--- src/rtl/lsu_mem_arbiter_if.sv ---
// Handshake bundle between the load/store queues, the data-memory port and the
// LSU memory arbiter; the arbiter uses the master view, the environment the slave view.
interface lsu_mem_arbiter_if #(
    parameter int XLEN          = 32,
    parameter int ROB_TAG_WIDTH = 5
);
    logic                     ld_req_valid;
    logic [XLEN-1:0]          ld_req_addr;
    logic [ROB_TAG_WIDTH-1:0] ld_req_tag;
    logic                     ld_req_ready;

    logic                     st_req_valid;
    logic [XLEN-1:0]          st_req_addr;
    logic [XLEN-1:0]          st_req_data;
    logic [ROB_TAG_WIDTH-1:0] st_req_tag;
    logic                     st_req_ready;

    logic                     mem_req_valid;
    logic                     mem_req_we;
    logic [XLEN-1:0]          mem_req_addr;
    logic [XLEN-1:0]          mem_req_wdata;
    logic                     mem_req_ready;
    logic                     mem_resp_valid;
    logic [XLEN-1:0]          mem_resp_rdata;

    logic                     load_executed;
    logic [ROB_TAG_WIDTH-1:0] load_executed_rob_tag;
    logic [XLEN-1:0]          load_data;
    logic                     store_succeeded;
    logic [ROB_TAG_WIDTH-1:0] store_succeeded_rob_tag;

    modport master (
        input  ld_req_valid, ld_req_addr, ld_req_tag,
        output ld_req_ready,
        input  st_req_valid, st_req_addr, st_req_data, st_req_tag,
        output st_req_ready,
        output mem_req_valid, mem_req_we, mem_req_addr, mem_req_wdata,
        input  mem_req_ready, mem_resp_valid, mem_resp_rdata,
        output load_executed, load_executed_rob_tag, load_data,
        output store_succeeded, store_succeeded_rob_tag
    );

    modport slave (
        output ld_req_valid, ld_req_addr, ld_req_tag,
        input  ld_req_ready,
        output st_req_valid, st_req_addr, st_req_data, st_req_tag,
        input  st_req_ready,
        input  mem_req_valid, mem_req_we, mem_req_addr, mem_req_wdata,
        output mem_req_ready, mem_resp_valid, mem_resp_rdata,
        input  load_executed, load_executed_rob_tag, load_data,
        input  store_succeeded, store_succeeded_rob_tag
    );
endinterface

--- src/rtl/lsu_mem_arbiter.sv ---
// Shares one data-memory port between LDQ load issue and STQ store drain, one transaction
// at a time, load priority with a store anti-starvation limit. Optional: LSU_ARB_FLUSH_EN.
module lsu_mem_arbiter #(
    parameter int XLEN          = 32,
    parameter int ROB_TAG_WIDTH = 5,
    parameter int STARVE_LIMIT  = 4
) (
    input  logic              clk,
    input  logic              reset,
`ifdef LSU_ARB_FLUSH_EN
    input  logic              flush,
`endif
    lsu_mem_arbiter_if.master bus
);
    localparam int CW = $clog2(STARVE_LIMIT + 1);
    localparam logic [CW-1:0] LIMIT = CW'(STARVE_LIMIT);

    typedef enum logic [1:0] {IDLE, REQ, RESP} state_e;

    state_e                   state_q;
    logic [CW-1:0]            starve_q, starve_d;
    logic                     req_valid_q, we_q, kill_q;
    logic [XLEN-1:0]          addr_q, wdata_q, ld_data_q;
    logic [ROB_TAG_WIDTH-1:0] tag_q, ld_tag_q, st_tag_q;
    logic                     ld_exec_q, st_succ_q;
    logic                     flush_w, ld_cand, ld_grant, st_grant;

`ifdef LSU_ARB_FLUSH_EN
    assign flush_w = flush;
`else
    assign flush_w = 1'b0;
`endif

    // A flushed cycle looks to the arbiter as if no load were pending.
    assign ld_cand  = bus.ld_req_valid && !flush_w;
    assign st_grant = (state_q == IDLE) && bus.st_req_valid && (!ld_cand || starve_q >= LIMIT);
    assign ld_grant = (state_q == IDLE) && ld_cand && !st_grant;

    // NOTE: every always_comb target gets a default first so no latch can be inferred.
    always_comb begin
        starve_d = starve_q;
        if (state_q == IDLE) begin
            if (st_grant || !bus.st_req_valid) starve_d = '0;
            else if (ld_grant && starve_q < LIMIT) starve_d = starve_q + 1'b1;
        end
    end

    // NOTE: sequential state uses non-blocking assignments only, so every register samples
    // the pre-edge values regardless of statement order.
    always_ff @(posedge clk or negedge reset) begin
        if (!reset) begin
            state_q     <= IDLE;
            starve_q    <= '0;
            req_valid_q <= 1'b0;
            we_q        <= 1'b0;
            kill_q      <= 1'b0;
            addr_q      <= '0;
            wdata_q     <= '0;
            tag_q       <= '0;
            ld_exec_q   <= 1'b0;
            ld_tag_q    <= '0;
            ld_data_q   <= '0;
            st_succ_q   <= 1'b0;
            st_tag_q    <= '0;
        end else begin
            starve_q  <= starve_d;
            ld_exec_q <= 1'b0;
            st_succ_q <= 1'b0;
            if (state_q != IDLE && !we_q && flush_w) kill_q <= 1'b1;
            case (state_q)
                IDLE: begin
                    if (st_grant || ld_grant) begin
                        we_q        <= st_grant;
                        addr_q      <= st_grant ? bus.st_req_addr : bus.ld_req_addr;
                        wdata_q     <= st_grant ? bus.st_req_data : '0;
                        tag_q       <= st_grant ? bus.st_req_tag  : bus.ld_req_tag;
                        req_valid_q <= 1'b1;
                        kill_q      <= 1'b0;
                        state_q     <= REQ;
                    end
                end
                REQ: begin
                    if (bus.mem_req_ready) begin
                        req_valid_q <= 1'b0;
                        state_q     <= RESP;
                    end
                end
                RESP: begin
                    if (bus.mem_resp_valid) begin
                        state_q <= IDLE;
                        if (we_q) begin
                            st_succ_q <= 1'b1;
                            st_tag_q  <= tag_q;
                        end else if (!(kill_q || flush_w)) begin
                            ld_exec_q <= 1'b1;
                            ld_tag_q  <= tag_q;
                            ld_data_q <= bus.mem_resp_rdata;
                        end
                    end
                end
                default: state_q <= IDLE;
            endcase
        end
    end

    assign bus.ld_req_ready            = ld_grant;
    assign bus.st_req_ready            = st_grant;
    assign bus.mem_req_valid           = req_valid_q;
    assign bus.mem_req_we              = we_q;
    assign bus.mem_req_addr            = addr_q;
    assign bus.mem_req_wdata           = wdata_q;
    assign bus.load_executed           = ld_exec_q;
    assign bus.load_executed_rob_tag   = ld_tag_q;
    assign bus.load_data               = ld_data_q;
    assign bus.store_succeeded         = st_succ_q;
    assign bus.store_succeeded_rob_tag = st_tag_q;
endmodule

--- src/flat_wrapper.sv ---
// flat-port wrapper written by rule: the top's interface ports become plain ports
module lsu_mem_arbiter_flat 
#(
    parameter int XLEN          = 32,
    parameter int ROB_TAG_WIDTH = 5,
    parameter int STARVE_LIMIT  = 4
)
  (clk, reset, bus_ld_req_valid, bus_ld_req_addr, bus_ld_req_tag, bus_ld_req_ready, bus_st_req_valid, bus_st_req_addr, bus_st_req_data, bus_st_req_tag, bus_st_req_ready, bus_mem_req_valid, bus_mem_req_we, bus_mem_req_addr, bus_mem_req_wdata, bus_mem_req_ready, bus_mem_resp_valid, bus_mem_resp_rdata, bus_load_executed, bus_load_executed_rob_tag, bus_load_data, bus_store_succeeded, bus_store_succeeded_rob_tag);
  lsu_mem_arbiter_if #(.XLEN(XLEN), .ROB_TAG_WIDTH(ROB_TAG_WIDTH)) bus_i ();
  input  logic clk;
  input  logic reset;
  input wire logic [$bits(bus_i.ld_req_valid)-1:0] bus_ld_req_valid;
  input wire logic [$bits(bus_i.ld_req_addr)-1:0] bus_ld_req_addr;
  input wire logic [$bits(bus_i.ld_req_tag)-1:0] bus_ld_req_tag;
  output wire logic [$bits(bus_i.ld_req_ready)-1:0] bus_ld_req_ready;
  input wire logic [$bits(bus_i.st_req_valid)-1:0] bus_st_req_valid;
  input wire logic [$bits(bus_i.st_req_addr)-1:0] bus_st_req_addr;
  input wire logic [$bits(bus_i.st_req_data)-1:0] bus_st_req_data;
  input wire logic [$bits(bus_i.st_req_tag)-1:0] bus_st_req_tag;
  output wire logic [$bits(bus_i.st_req_ready)-1:0] bus_st_req_ready;
  output wire logic [$bits(bus_i.mem_req_valid)-1:0] bus_mem_req_valid;
  output wire logic [$bits(bus_i.mem_req_we)-1:0] bus_mem_req_we;
  output wire logic [$bits(bus_i.mem_req_addr)-1:0] bus_mem_req_addr;
  output wire logic [$bits(bus_i.mem_req_wdata)-1:0] bus_mem_req_wdata;
  input wire logic [$bits(bus_i.mem_req_ready)-1:0] bus_mem_req_ready;
  input wire logic [$bits(bus_i.mem_resp_valid)-1:0] bus_mem_resp_valid;
  input wire logic [$bits(bus_i.mem_resp_rdata)-1:0] bus_mem_resp_rdata;
  output wire logic [$bits(bus_i.load_executed)-1:0] bus_load_executed;
  output wire logic [$bits(bus_i.load_executed_rob_tag)-1:0] bus_load_executed_rob_tag;
  output wire logic [$bits(bus_i.load_data)-1:0] bus_load_data;
  output wire logic [$bits(bus_i.store_succeeded)-1:0] bus_store_succeeded;
  output wire logic [$bits(bus_i.store_succeeded_rob_tag)-1:0] bus_store_succeeded_rob_tag;
  assign bus_i.ld_req_valid = bus_ld_req_valid;
  assign bus_i.ld_req_addr = bus_ld_req_addr;
  assign bus_i.ld_req_tag = bus_ld_req_tag;
  assign bus_ld_req_ready = bus_i.ld_req_ready;
  assign bus_i.st_req_valid = bus_st_req_valid;
  assign bus_i.st_req_addr = bus_st_req_addr;
  assign bus_i.st_req_data = bus_st_req_data;
  assign bus_i.st_req_tag = bus_st_req_tag;
  assign bus_st_req_ready = bus_i.st_req_ready;
  assign bus_mem_req_valid = bus_i.mem_req_valid;
  assign bus_mem_req_we = bus_i.mem_req_we;
  assign bus_mem_req_addr = bus_i.mem_req_addr;
  assign bus_mem_req_wdata = bus_i.mem_req_wdata;
  assign bus_i.mem_req_ready = bus_mem_req_ready;
  assign bus_i.mem_resp_valid = bus_mem_resp_valid;
  assign bus_i.mem_resp_rdata = bus_mem_resp_rdata;
  assign bus_load_executed = bus_i.load_executed;
  assign bus_load_executed_rob_tag = bus_i.load_executed_rob_tag;
  assign bus_load_data = bus_i.load_data;
  assign bus_store_succeeded = bus_i.store_succeeded;
  assign bus_store_succeeded_rob_tag = bus_i.store_succeeded_rob_tag;
  lsu_mem_arbiter #(.XLEN(XLEN), .ROB_TAG_WIDTH(ROB_TAG_WIDTH), .STARVE_LIMIT(STARVE_LIMIT)) u_core (.clk(clk), .reset(reset), .bus(bus_i));
endmodule
--- config.mk ---
export PLATFORM = sky130hd
export DESIGN_NAME = lsu_mem_arbiter_flat
export DESIGN_NICKNAME = d
export VERILOG_FILES = /design/src/rtl/lsu_mem_arbiter_if.sv /design/src/rtl/lsu_mem_arbiter.sv /design/src/flat_wrapper.sv
export SDC_FILE = /design/constraint.sdc
export NUM_CORES = 1
export LEC_CHECK = 0
export BUFFER_PORTS_ARGS = -buffer_cell sky130_fd_sc_hd__buf_2
export CAP_MARGIN = 20
export CORE_MARGIN = 10
export CORE_UTILIZATION = 50
export CTS_CLUSTER_DIAMETER = 60
export DETAILED_ROUTE_END_ITERATION = 8
export GPL_TIMING_DRIVEN = 0
export PLACE_DENSITY_LB_ADDON = 0.25
export SLEW_MARGIN = 20
export SYNTH_ARGS = -nofsm -noshare
export SYNTH_HDL_FRONTEND = slang
export SYNTH_SLANG_ARGS = --single-unit
--- constraint.sdc ---
create_clock -name clk -period 4.5 [get_ports clk]
set_clock_uncertainty 0.2 [all_clocks]
set_input_delay 0.225 -clock clk [delete_from_list [all_inputs] [get_ports clk]]
set_output_delay 0.225 -clock clk [all_outputs]
set_load 0.005 [all_outputs]
# Yosys cells after proc, flatten, opt, wreduce, memory -nomap -nowiden
# Index checks and enable logic that the tools add are counted.
dict set report totals {
  regBits 120
  input_bits 144
}
dict set report op_classes {
  n_addsub 1
  order_cmp 2
  eq_ne 5
  muxes 18
  bitwise_logic 1
  reduce_logical 20
}
# op n
set op_table {}
lappend op_table {{32-bit 2-to-1 mux} 2}
lappend op_table {{3-bit AND reduction} 4}
lappend op_table {{1-bit 2-to-1 mux} 8}
lappend op_table {{2-bit 2-to-1 mux} 3}
lappend op_table {{3-bit 2-to-1 mux} 2}
lappend op_table {{2-bit != test, second input constant} 3}
lappend op_table {{2-bit case mux with 3 select lines} 1}
lappend op_table {{1-bit logical AND} 5}
lappend op_table {{5-bit 2-to-1 mux} 1}
lappend op_table {{2-bit AND reduction} 2}
lappend op_table {{2-bit nonzero test} 2}
lappend op_table {{3-bit by 1-bit adder with 3-bit output, second input constant} 1}
lappend op_table {{3-bit >= comparator, second input constant} 1}
lappend op_table {{1-bit zero test} 3}
lappend op_table {{1-bit logical OR} 3}
lappend op_table {{3-bit < comparator, second input constant} 1}
lappend op_table {{2-bit by 1-bit equality test with 1-bit output, second input constant} 1}
lappend op_table {{2-bit equality test, second input constant} 1}
lappend op_table {{2-bit zero test} 1}
lappend op_table {{1-bit case mux with 2 select lines} 1}
lappend op_table {{1-bit inverter} 1}

# Depth between registers and ports, before layout
# Gate-level depths: netlist of run 1.
dict set report logic_depth {
  ltp_word 8
  mapped_depth 7
}

# Worst setup path before layout of run 1
# No wires, ideal clock.
dict set report synth_timing {
  path_type {register -> register}
  startpoint {register u_core.state_q[1]}
  endpoint {register u_core.addr_q[0], in the netlist u_core.bus.mem_req_addr[0]}
  setup_ps 125
  t_arrival_ps 1646
  required_time_ps 4175
  setup_slack_ps 2529
  path_stages_with_launch 6
  cell_sequence {dfrtp_1 > buf_6 > nor3b_2 > buf_2 > mux2_2 > mux2_4}
}
dict set report synth_via {
  elab_chain_cells 7
}
# element line
set synth_lines {}
lappend synth_lines {{start, declared} lsu_mem_arbiter.sv:20} ;# state_e state_q;
lappend synth_lines {{start signal, assigned} lsu_mem_arbiter.sv:52} ;# state_q <= IDLE;
lappend synth_lines {{start signal, assigned} lsu_mem_arbiter.sv:79} ;# state_q <= REQ;
lappend synth_lines {{start signal, assigned} lsu_mem_arbiter.sv:85} ;# state_q <= RESP;
lappend synth_lines {{2-bit zero test (*)} {lsu_mem_arbiter.sv:36, lsu_mem_arbiter.sv:37, lsu_mem_arbiter.sv:70}}
lappend synth_lines {{1-bit logical AND (2 in a row)} lsu_mem_arbiter.sv:36} ;# assign st_grant = (state_q == IDLE) && bus.st_req_valid && (!ld_cand || starve_q >= LIMIT);
lappend synth_lines {{1-bit zero test} lsu_mem_arbiter.sv:37} ;# assign ld_grant = (state_q == IDLE) && ld_cand && !st_grant;
lappend synth_lines {{1-bit logical AND} lsu_mem_arbiter.sv:37}
lappend synth_lines {{1-bit logical OR} lsu_mem_arbiter.sv:72} ;# if (st_grant || ld_grant) begin
lappend synth_lines {{2-bit AND reduction (no source line)} -}
lappend synth_lines {{end signal, assigned} lsu_mem_arbiter.sv:74} ;# addr_q <= st_grant ? bus.st_req_addr : bus.ld_req_addr;
lappend synth_lines {{end, declared} lsu_mem_arbiter.sv:23} ;# logic [XLEN-1:0] addr_q, wdata_q, ld_data_q;
# Mark *: on every way between the ends. The rest lies on a longest branch, timed or not.
# A chain may end at the register's enable or synchronous reset.

# Worst setup path in the final report of run 1
dict set report layout_timing {
  startpoint {register u_core.state_q[1]}
  endpoint {register u_core.tag_q[0]}
}
dict set report layout_via {
  elab_chain_cells 7
}
# element line
set layout_lines {}
lappend layout_lines {{2-bit zero test (*)} {lsu_mem_arbiter.sv:36, lsu_mem_arbiter.sv:37, lsu_mem_arbiter.sv:70}}
lappend layout_lines {{1-bit logical AND (2 in a row)} lsu_mem_arbiter.sv:36}
lappend layout_lines {{1-bit zero test} lsu_mem_arbiter.sv:37}
lappend layout_lines {{1-bit logical AND} lsu_mem_arbiter.sv:37}
lappend layout_lines {{1-bit logical OR} lsu_mem_arbiter.sv:72}
lappend layout_lines {{2-bit AND reduction (no source line)} -}
lappend layout_lines {{end signal, assigned} lsu_mem_arbiter.sv:76} ;# tag_q <= st_grant ? bus.st_req_tag : bus.ld_req_tag;
lappend layout_lines {{end, declared} lsu_mem_arbiter.sv:24} ;# logic [ROB_TAG_WIDTH-1:0] tag_q, ld_tag_q, st_tag_q;
# Marked as above.

==> flow_summary.json, run 1 <==
{
  "synth_nets": 498,
  "synthTopCellsByArea": "dfrtp_1 55%, mux2_4 18%, mux2_2 17%",
  "ys_async_sr_fraction_pct": 100,
  "final_cells": 927,
  "die_y_um": 125,
  "die_w_um": 125,
  "synth_area_leader_cell": "dfrtp_1",
  "grt_use_total_pct": 23.8,
  "critPathCaptureType": "flop",
  "synth_common_cells": "120 x dfrtp_1, 81 x mux2_2, 67 x mux2_4, 33 x nor2b_1, 9 x buf_6",
  "syn-instance-count": 353,
  "layout-drive-gt1-share_pct": 57.4,
  "post-route-util_pct": 83.9,
  "pin_count": 256,
  "synth-edff-count": 0,
  "cts_tree": "done",
  "vias_per_cell": 4.87,
  "worstSetupPathType": "flop to flop",
  "grt_pass1_wl_um": 29600,
  "startpoint_type": "flop",
  "rows": 38,
  "drc_errors": 0,
  "drt_iter0_drc": 230,
  "synth_area_um2": 5460,
  "place_inst": 749,
  "r2r_start": "u_core.state_q[1]",
  "setup_tns_ns": 0,
  "cts_max_level": 4,
  "ys_warn_count": 0,
  "post_cts_resized": 0,
  "clk_path_buf_depth": 2,
  "numCtsBuffers": 17,
  "max_freq_ghz": 0.325,
  "rsz0062_at_grt": "no",
  "area_growth_syn_to_layout_pct": 65.0,
  "synth-seq-cells": 120,
  "worstPathArrival_ns": 3.27,
  "synthFlopType": "dfrtp_1",
  "core_area_um2": 10700,
  "vias": 4516,
  "hold_viol": 0,
  "required_ns": 4.69,
  "post-route-period-util_pct": 68.3,
  "clk_pin_slew_ns": 0.06,
  "timing.hold.ws_ns": 0.0590,
  "grt_max_degree": 62,
  "drtAntennaViolNets": 0,
  "yosysSeqAreaShare_pct": 55.0,
  "cts_root_buffer": "clkbuf_8",
  "slew_viol_final": 0,
  "numPortBuffers": 255,
  "cpLargestDelayFamily": "buffers and inverters",
  "fin_ws_ns": 1.43,
  "dieArea_um2": 15500,
  "max_cap_viol_count": 0,
  "cts_setup_buffers": 0,
  "start_util_pct": 50.8,
  "yosysTopAreaCellShare_pct": 55.0,
  "yosys.cell_count.top_type": "dfrtp_1",
  "grt_pass1_vias": 5213,
  "slowest_delay_ns": 0.59,
  "gp_congestion": 0.797,
  "cts_sinks": 120,
  "cp-startpoint": "u_core.state_q[1]",
  "timing.critical_path.cells": "buf_6, nor3b_2, buf_2, mux2_2, mux2_4, dlygate4sd3_1",
  "wl_per_cell_um": 20.1,
  "finalSetupViolations": 0,
  "status": "complete, no violations",
  "crit_path_max_fanout": 10,
  "firstDrtPassIters": 4,
  "min_period_ns": 3.07,
  "ir_worst_vdd_mv": 0.316,
  "clk-insertion-delay-late_ns": 0.51,
  "place_ws_ns": 1.96,
  "worst_pin_slew_ns": 0.713,
  "power-per-cell-area_nw_per_um2": 641,
  "dp_hpwl_um": 12000,
  "p_leak_uw": 0.00468,
  "wl_um": 18700,
  "finalNetCount": 918,
  "grt_antenna_before_repair": 1,
  "grt_overflow": 0,
  "syn_avg_cell_area_um2": 15.5,
  "holdCritPathClass": "primary input to asynchronous set/reset pin",
  "hold_buffers": 145,
  "timing.critical_path.buf_inv": 3,
  "ys_types": 23,
  "crit_slowest_cell": "nor3b_2",
  "relSlewSlack_pct": 52.2
}
## registers in the layout (all words and copies together) (netlist names)
name and flops:
u_core.bus.store_succeeded 1, u_core.bus.mem_req_addr 32, u_core.bus.load_executed 1, u_core.tag_q 5, u_core.bus.mem_req_we 1, u_core.state_q 2, u_core.bus.store_succeeded_rob_tag 5, u_core.starve_q 3
u_core.bus.mem_req_wdata 32, u_core.bus.mem_req_valid 1, u_core.bus.load_executed_rob_tag 5, u_core.bus.load_data 32
## cells in the final DEF, fill, tap and decap left out, drive strengths merged, types with 3 or more instances in the layout
cell type,count
buf,272
bufinv,4
clkbuf,26
clkinv,5
clkinvlp,3
dfrtp,120
dlygate4sd3,145
inv,4
mux2,148
nor2b,33
o21ai,7
## layout make-up
type / count / area (um2)
Buffer: 22 / 159
Fill cell: 557 / 1730
Timing Repair Buffer: 401 / 2760
Multi-Input combinational cell: 207 / 2290
Clock buffer: 20 / 435
Clock inverter: 12 / 175
Tap cell: 140 / 175
Sequential cell: 120 / 3000
Inverter: 4 / 15.0
Antenna cell: 1 / 2.50
## final timing paths
| path | to | slack (ns) | cells past startpoint |
|---|---|---|---|
| setup / recovery | u_core.tag_q[0] | 1.43 | 6 |
| hold / removal | u_core.bus.load_data[15] | 0.06 | 2 |
| setup reg to reg | u_core.tag_q[0] | 1.43 | 6 |
| hold reg to reg | u_core.bus.load_data[31] | 0.30 | 1 |
| max in group asynchronous | u_core.bus.mem_req_addr[24] | 3.36 | 3 |
| min in group clk | u_core.bus.mem_req_wdata[22] | 0.27 | 3 |
## per-stage QoR
stage                     power [uW]  area, um2
after global routing            6090       9010
after floorplan                 3080       5460
after global placement          3840       6910
final                           5780       9010
after detailed placement        3940       6950
after CTS                       5730       9010
## where the power goes
part | internal, uW | switching [uW]
logic | 1590 | 903
clock network | 912 | 491
registers | 1590 | 293
## cell families (layout without fill, tap and decap cells)
group | after synthesis | in the layout | share of synthesized area, %
multiplexers | 148 | 148 | 35.1
flip-flops | 120 | 120 | 55.0
AND/OR/NAND/NOR | 45 | 45 | 5.08
buffers and inverters | 26 | 459 | 3.18
AO/OA/AOI/OAI | 13 | 13 | 1.42
adder cells (fa/ha/maj) | 1 | 1 | 0.229
other | 0 | 1 | 0
## layer usage
layer	vias to the layer above	global-route usage [%]	wire [um]
li1	2081	-	-
met3	35	8.72	1400
met4	2	9.18	490
met2	204	40.2	9340
met1	2194	26.7	7440
met5	-	0	7
Note: power is estimated with default switching activity, not from simulation.
==> run 2, diff against run 1 <==
--- a/config.mk
+++ b/config.mk
@@ -8,7 +8,7 @@
 export BUFFER_PORTS_ARGS = -buffer_cell sky130_fd_sc_hd__buf_2
 export CAP_MARGIN = 20
 export CORE_MARGIN = 10
-export CORE_UTILIZATION = 50
+export CORE_UTILIZATION = 42
 export CTS_CLUSTER_DIAMETER = 60
 export DETAILED_ROUTE_END_ITERATION = 8
 export GPL_TIMING_DRIVEN = 0
==> constraint.sdc (replaced) <==
create_clock -name clk -period 2.72 [get_ports clk]
set_clock_uncertainty 0.2 [all_clocks]
set_input_delay 0.136 -clock clk [delete_from_list [all_inputs] [get_ports clk]]
set_output_delay 0.136 -clock clk [all_outputs]
set_load 0.005 [all_outputs]
==> flow_summary.json, run 2 (same netlist as run 1, synthesis figures left out) <==
{
  "grt_antenna_before_repair": 2,
  "fin_ws_ns": 0.0451,
  "drtAntennaViolNets": 0,
  "drt_iter0_drc": 203,
  "relSlewSlack_pct": 59.3,
  "finalNetCount": 918,
  "worst_pin_slew_ns": 0.611,
  "rsz0062_at_grt": "no",
  "gp_congestion": 0.834,
  "grt_max_degree": 65,
  "wl_per_cell_um": 19.3,
  "layout-drive-gt1-share_pct": 57.5,
  "dp_hpwl_um": 12100,
  "rows": 41,
  "grt_pass1_wl_um": 29300,
  "vias_per_cell": 4.72,
  "cts_setup_buffers": 0,
  "numPortBuffers": 255,
  "cts_root_buffer": "clkbuf_16",
  "rr_worst_depth": 7,
  "post-route-period-util_pct": 98.3,
  "worstSetupPathType": "flop to flop",
  "status": "complete, no violations",
  "vias": 4530,
  "timing.critical_path.buf_inv": 4,
  "numCtsBuffers": 17,
  "r2r-end": "u_core.tag_q[4]",
  "timing.critical_path.cells": "buf_6, or3b_1, or2_1, buf_6, buf_6, mux2_4, dlygate4sd3_1",
  "grt_overflow": 0,
  "core_area_um2": 12700,
  "dieArea_um2": 18000,
  "clk-insertion-delay-late_ns": 0.41,
  "layout_commonest_cell": "buf_2",
  "ir_worst_vdd_mv": 0.455,
  "slowest_delay_ns": 0.55,
  "p_leak_uw": 0.00466,
  "die_y_um": 134,
  "required_ns": 2.81,
  "drc_errors": 0,
  "startpoint_type": "flop",
  "die_w_um": 134,
  "max_cap_viol_count": 0,
  "p_total_uw": 8830,
  "worstPathArrival_ns": 2.76,
  "r2r_slack_ns": 0.05,
  "slew_viol_final": 0,
  "power-per-cell-area_nw_per_um2": 981,
  "holdCritPathClass": "primary input to asynchronous set/reset pin",
  "pin_count": 256,
  "cpLargestDelayFamily": "buffers and inverters",
  "firstDrtPassIters": 4,
  "area_growth_syn_to_layout_pct": 64.8,
  "critPathCaptureType": "flop",
  "wl_um": 18500,
  "cts_sinks": 120,
  "place_ws_ns": 0.273,
  "min_period_ns": 2.67,
  "start_util_pct": 43.1,
  "layout_common_cells": "261 x buf_2, 145 x dlygate4sd3_1, 120 x dfrtp_1",
  "crit_slowest_cell": "dlygate4sd3_1",
  "grt_use_total_pct": 20.7,
  "clk_path_buf_depth": 2,
  "finalSetupViolations": 0,
  "max_freq_ghz": 0.374,
  "grt_pass1_vias": 5386,
  "clk_pin_slew_ns": 0.05,
  "r2r_start": "u_core.state_q[1]",
  "cp_common_cell": "buf_6",
  "hold_viol": 0,
  "cts_max_level": 4,
  "crit_path_max_fanout": 10,
  "cts_tree": "done"
}
## run 2: cell types whose count changed in the layout (fill, tap and decap cells not counted), sizes merged
cell      delta
bufinv       -3
clkbuf       +2
clkinv       +1
clkinvlp     -1
diode        +1
## run 2: routing by layer
metal	up-vias	routed length, um	global-route usage, %	part of all wire, %
met2	212	9320	35.3	50
met1	2194	7200	22.3	39
met5	-	0	0	0
met4	0	597	9.55	3.2
li1	2078	-	-	-
met3	46	1420	7.77	7.7
## run 2: repair_timing
item                       CTS  global route
gates resized for setup      1             1
hold endpoints to repair   189             0
setup endpoints to repair    1             1
hold buffers               145             0
## run 2: report_power, final
part / internal (uW) / switching, uW
logic: 2260 / 1400
registers: 2630 / 466
clock network: 1310 / 762
total: 6200 / 2630
## run 2: stage by stage
stage	instances	area [um2]	hold slack, ns	utilization (%)	TNS (ns)
after floorplan	353	5460	-0.360	-	0
after global placement	780	6950	0.134	54.9	-16.53
after detailed placement	781	6990	-0.0231	55.1	0
after CTS	957	8990	0.0982	70.9	0
after global routing	959	9000	0.141	71.0	0
final	959	9000	0.0908	71.0	0
## run 2: final cells by class
cell class | instances | area (um2)
Fill cell | 846 | 3670
Timing Repair Buffer | 401 | 2760
Inverter | 4 | 15.0
Sequential cell | 120 | 3000
Clock inverter | 9 | 75.1
Buffer | 22 | 160
Multi-Input combinational cell | 207 | 2290
Antenna cell | 2 | 5.00
Clock buffer | 22 | 474
Tap cell | 172 | 215
## run 2: worst max-delay path by stage
stage / start / to / slack (ns) / depth (start not counted)
3_5_place_dp: u_core.state_q[1] / u_core.bus.mem_req_addr[17] / 0.27 / 5
6_report: u_core.state_q[1] / u_core.tag_q[4] / 0.05 / 7
5_1_grt: u_core.state_q[1] / u_core.tag_q[4] / 0.001 / 7
3_3_place_gp: reset / u_core.bus.mem_req_addr[12] / -0.15 / 1
4_1_cts: u_core.state_q[1] / u_core.tag_q[4] / 0.06 / 7
2_1_floorplan: u_core.state_q[1] / u_core.bus.mem_req_addr[24] / 0.75 / 5
